===== src/rtl/mix_column_seq.sv =====
// mix_column_seq: sequential AES MixColumns / InvMixColumns over one 32-bit
// column, with every GF(2^8) multiply time-shared through a single xtime unit.
// Forward columns spend 4 cycles in CALC; inverse columns first spend 4 cycles
// in PRE, which folds the inverse matrix into a forward one.
// Optional feature: define MIX_INVERSE_EN to honour i_inv and build PRE.
// Without it, i_inv is ignored and every column takes the forward path.
module mix_column_seq #(
  parameter logic [7:0] POLY = 8'h1B
) (
  input  logic        clk,
  input  logic        rst,
  input  logic [31:0] i_col,
  input  logic        i_inv,
  input  logic        i_valid,
  output logic        i_ready,
  output logic [31:0] o_col,
  output logic        o_valid,
  input  logic        o_ready
);

  typedef enum logic [1:0] {IDLE, PRE, CALC, DONE} state_t;

  state_t state_reg, state_next;

  // a_reg[0] holds a0 (i_col[31:24]) ... a_reg[3] holds a3 (i_col[7:0])
  logic [3:0][7:0] a_reg;
  // res_reg[3] is the top byte of o_col, so b_r lands in res_reg[3-r]
  logic [3:0][7:0] res_reg;
  logic [1:0]      step_reg;
  logic            xfer;
  logic [1:0]      r1, r2, r3;
  logic [7:0]      xt_in, xt_out, calc_byte;

`ifdef MIX_INVERSE_EN
  logic [7:0] t_reg;
  logic [7:0] u_reg;
`else
  logic unused_inv;
  assign unused_inv = i_inv;
`endif

  assign xfer = i_valid & i_ready;

  assign r1 = step_reg + 2'd1;
  assign r2 = step_reg + 2'd2;
  assign r3 = step_reg + 2'd3;

  // The one and only xtime unit: shift left, reduce when bit 7 falls out
  assign xt_out = {xt_in[6:0], 1'b0} ^ (xt_in[7] ? POLY : 8'h00);

  // Choose what the shared xtime unit works on this cycle
  always_comb begin
    xt_in = a_reg[step_reg] ^ a_reg[r1];
`ifdef MIX_INVERSE_EN
    if (state_reg == PRE) begin
      case (step_reg)
        2'd0:    xt_in = a_reg[0] ^ a_reg[2];
        2'd2:    xt_in = a_reg[1] ^ a_reg[3];
        default: xt_in = t_reg;
      endcase
    end
`endif
  end

  // b_r = 2*(a_r) ^ 3*(a_r+1) ^ a_r+2 ^ a_r+3, rearranged around one xtime
  assign calc_byte = xt_out ^ a_reg[r1] ^ a_reg[r2] ^ a_reg[r3];

  // State register
  always_ff @(posedge clk or posedge rst) begin
    if (rst) begin
      state_reg <= IDLE;
    end else begin
      state_reg <= state_next;
    end
  end

  // Next-state logic; the step counter wraps to 0 on the last step of each phase
  always_comb begin
    state_next = state_reg;
    case (state_reg)
      IDLE: begin
        if (xfer) begin
`ifdef MIX_INVERSE_EN
          state_next = i_inv ? PRE : CALC;
`else
          state_next = CALC;
`endif
        end
      end
`ifdef MIX_INVERSE_EN
      PRE: begin
        if (step_reg == 2'd3) state_next = CALC;
      end
`endif
      CALC: begin
        if (step_reg == 2'd3) state_next = DONE;
      end
      DONE: begin
        if (o_ready) state_next = IDLE;
      end
      default: state_next = IDLE;
    endcase
  end

  // Handshake outputs decoded from the current state
  always_comb begin
    i_ready = (state_reg == IDLE);
    o_valid = (state_reg == DONE);
  end

  assign o_col = res_reg;

  // Datapath: capture the column, run the pre-pass, then produce b0..b3
  always_ff @(posedge clk or posedge rst) begin
    if (rst) begin
      a_reg    <= '0;
      res_reg  <= '0;
      step_reg <= 2'd0;
`ifdef MIX_INVERSE_EN
      t_reg    <= 8'h00;
      u_reg    <= 8'h00;
`endif
    end else begin
      case (state_reg)
        IDLE: begin
          if (xfer) begin
            for (int i = 0; i < 4; i++) begin
              a_reg[i] <= i_col[31-8*i -: 8];
            end
            step_reg <= 2'd0;
          end
        end
`ifdef MIX_INVERSE_EN
        PRE: begin
          step_reg <= step_reg + 2'd1;
          case (step_reg)
            2'd0: t_reg <= xt_out;
            2'd1: u_reg <= xt_out;
            2'd2: t_reg <= xt_out;
            default: begin
              a_reg[0] <= a_reg[0] ^ u_reg;
              a_reg[2] <= a_reg[2] ^ u_reg;
              a_reg[1] <= a_reg[1] ^ xt_out;
              a_reg[3] <= a_reg[3] ^ xt_out;
            end
          endcase
        end
`endif
        CALC: begin
          res_reg[2'd3 - step_reg] <= calc_byte;
          step_reg                 <= step_reg + 2'd1;
        end
        default: begin
        end
      endcase
    end
  end

endmodule


===== config.mk =====
export PLATFORM = sky130hd
export DESIGN_NAME = mix_column_seq
export DESIGN_NICKNAME = d
export VERILOG_FILES = /design/src/rtl/mix_column_seq.sv
export SDC_FILE = /design/constraint.sdc
export NUM_CORES = 1
export LEC_CHECK = 0
export BUFFER_PORTS_ARGS = -buffer_cell sky130_fd_sc_hd__buf_4
export CORE_ASPECT_RATIO = 1.75
export CORE_MARGIN = 3
export CORE_UTILIZATION = 40
export DETAILED_ROUTE_END_ITERATION = 7
export SLEW_MARGIN = 20
export SYNTH_ARGS = -nofsm -noshare
export SYNTH_HDL_FRONTEND = slang
export SYNTH_SLANG_ARGS = --single-unit
export TNS_END_PERCENT = 20

===== constraint.sdc =====
create_clock -name clk -period 4.77 [get_ports clk]
set_input_delay 1.1925 -clock clk [delete_from_list [all_inputs] [get_ports clk]]
set_output_delay 1.1925 -clock clk [all_outputs]
set_load 0.05 [all_outputs]

==> flow_metrics.env <==
export IMPL_io_pins=71
export IMPL_track_usage_pct=15.66
export IMPL_status="completed"
export IMPL_die_x_um=79.30
export IMPL_drive_gt1_share_pct=39.26
export IMPL_syn_area_per_cell_um2=12.25
export IMPL_grt_max_degree=41
export IMPL_yosys_warnings=0
export IMPL_placedCellCount=481
export IMPL_fin_crit_sh_pct=73.82
export IMPL_start_kind="flip-flop"
export IMPL_worst_clock_skew_ps=5.321
export IMPL_tns_ps=0
export IMPL_ctsLongestPathBuffers=2
export IMPL_utilization_pct=51.18
export IMPL_vias=2493
export IMPL_clock_sinks=68
export IMPL_rsz0062_at_grt="false"
export IMPL_crit_start="step_reg[1]"
export IMPL_cp_end_kind="flip-flop"
export IMPL_reg2reg_from="step_reg[1]"
export IMPL_final_cells=497
export IMPL_relSlewSlack_pct=48.44
export IMPL_cap_violations=0
export IMPL_routed_wl_mm=7.437
export IMPL_seq_area_mm2=0.001702
export IMPL_drc_errors=0
export IMPL_grt_pass1_wl_mm=13.00
export IMPL_start_util_pct=41.36
export IMPL_fp_coreArea_mm2=0.009094
export IMPL_clk_pin_slew_worst_paths_ps=50
export IMPL_hp_start="o_col[6]"
export IMPL_via_per_inst=5.016
export IMPL_area_growth_pct=23.75
export IMPL_syn_num_nets=348
export IMPL_multiInputGateArea_mm2=0.001943
export IMPL_cts_resized=0
export IMPL_crit_chain="inv_1, ha_1, mux4_2, xor2_2, xnor3_1, o21ai_1"
export IMPL_cp_required_ps=5010
export IMPL_firstDrtPassIters=4
export IMPL_antenna_cells=0
export IMPL_drt_iter0_drc=58
export IMPL_fp_dieH_um=134.3
export IMPL_wl_per_cell_um=14.96
export IMPL_slowest_stage="dfrtp_1"
export IMPL_dieArea_mm2=0.01065
export IMPL_yosys_cell_types_count=42
export IMPL_cts_buffers=9
export IMPL_clock_latency_ps=330
export IMPL_hpwl_mm=5.590
export IMPL_ant_nets=0
export IMPL_fin_nets=413
export IMPL_period_needed_ps=3521
export IMPL_tritoncts="done"
export IMPL_fillers=902
export IMPL_hp_class="flip-flop to flip-flop"
export IMPL_holdWs_ps=482.3
export IMPL_finalSetupViolCount=0
export IMPL_antenna_found_initial=0
export IMPL_tightest_slew_ps=772.3
export IMPL_cts_max_level=3
export IMPL_clock_fmax_mhz=284.0
export IMPL_synth_yosys_seq_area_share_pct=45.24
export IMPL_first_global_vias=2599
export IMPL_post_cts_buffers=0
export IMPL_grt_remaining_overflow=0
export IMPL_ys_ff_latch=68
export IMPL_max_stage_delay_ps=830
export IMPL_finalMaxSlewViolations=0
export IMPL_cp_data_arrival_time_ps=3770
export IMPL_finalWeightedCongestion=0.7507
export IMPL_cts_root_buf="clkbuf_16"
export IMPL_synth_area_mm2=0.003761
export IMPL_syn_inst=307
export IMPL_finalHoldViolCount=0
export IMPL_rows=46
export IMPL_hold_buffers=0
export IMPL_cp_max_fo=21
export IMPL_numPortBuffers=69
export IMPL_critPathKind="flip-flop to flip-flop"
[critical path, delay by kind of cell (launching register included)]
| kind | cells | cell delay (ps) |
|---|---|---|
| AO/OA/AOI/OAI | 1 | 160 |
| XOR/XNOR | 2 | 830 |
| adder cells (fa/ha/maj) | 1 | 680 |
| buffers and inverters | 1 | 340 |
| flip-flops | 1 | 830 |
| multiplexers | 1 | 590 |
[synth_stat cells (all sizes together)]
library cell	n	area, µm²
dfrtp	68	1702
mux2	37	416.7
o211ai	1	7.510
xnor3	1	22.52
and2b	1	7.510
nor4	1	6.260
a21o	2	15.01
and2	2	12.51
nand2	37	138.9
ha	4	50.05
o21ai	36	180.2
mux4	20	454.2
nor2b	1	6.260
nor2	4	15.01
a31oi	1	6.260
o21bai	2	15.01
xnor2	38	340.3
nand2b	4	25.02
a2111oi	1	27.53
inv	4	15.01
a211oi	1	7.510
nand3	1	5.000
a22o	1	8.760
o32a	1	10.01
buf	13	82.57
nor3b	3	22.52
clkbuf	5	18.77
a21oi	2	10.01
and3	1	6.260
or3	1	6.260
xor2	11	103.9
a21boi	1	7.510
o32ai	1	8.760
[layout by cell type, fill, tap and decap left out, drive strengths merged, types with 2 or more instances in the layout]
master,Yosys,final
xnor2,38,38
clkbuf,5,12
dfrtp,68,68
a21oi,2,2
xor2,11,11
ha,4,4
clkinv,0,2
nand2b,4,4
buf,13,72
mux4,20,20
mux2,37,37
inv,4,4
nand2,37,37
and2,2,2
nor2,4,4
nor3b,3,3
o21ai,36,36
o21bai,2,2
a21o,2,2
[layer usage]
metal	vias to the layer above	part of all wire, %	track usage [%]
met5	-	0	0
met4	0	1.9	6.310
met3	11	4.2	3.629
met2	51	53	26.50
met1	1218	41	19.05
li1	1213	-	-
[area by class of cell]
class | instances | share of cell area (%)
Clock buffer | 12 | 5.511
Clock inverter | 4 | 1.022
Inverter | 4 | 0.3226
Multi-Input combinational cell | 217 | 41.75
Sequential cell | 68 | 36.56
Tap cell | 120 | 3.226
Timing Repair Buffer | 72 | 11.61
[path summary, 6_finish.rpt]
| kind | end | slack [ps] | cells past startpoint |
|---|---|---|---|
| max | o_col[9] | 1250 | 6 |
| min | o_col[6] | 480 | 2 |
| max reg2reg | o_col[9] | 1250 | 6 |
| min reg2reg | o_col[6] | 480 | 2 |
| max in group asynchronous | o_col[2] | 2840 | 3 |
| min in group asynchronous | o_col[17] | 1020 | 2 |
[stage by stage]
step / setup WS (ps) / instance area [µm²]
global route: 952.4 / 4654
finish: 1249 / 4654
CTS: 1165 / 4654
floorplan: 1866 / 3761
global placement: 1193 / 4350
detailed placement: 1174 / 4350
[cell families (layout without fill, tap and decap cells)]
family	count (synthesis)	in the layout	share of synthesized area [%]
AO/OA/AOI/OAI	50	50	8.084
flip-flops	68	68	45.24
buffers and inverters	22	92	3.094
multiplexers	57	57	23.15
AND/OR/NAND/NOR	56	56	6.687
adder cells (fa/ha/maj)	4	4	1.331
XOR/XNOR	50	50	12.41
Power is left out: the tool's default activity adds up to more than one toggle a clock period on the data nets, which glitch-free logic cannot reach.
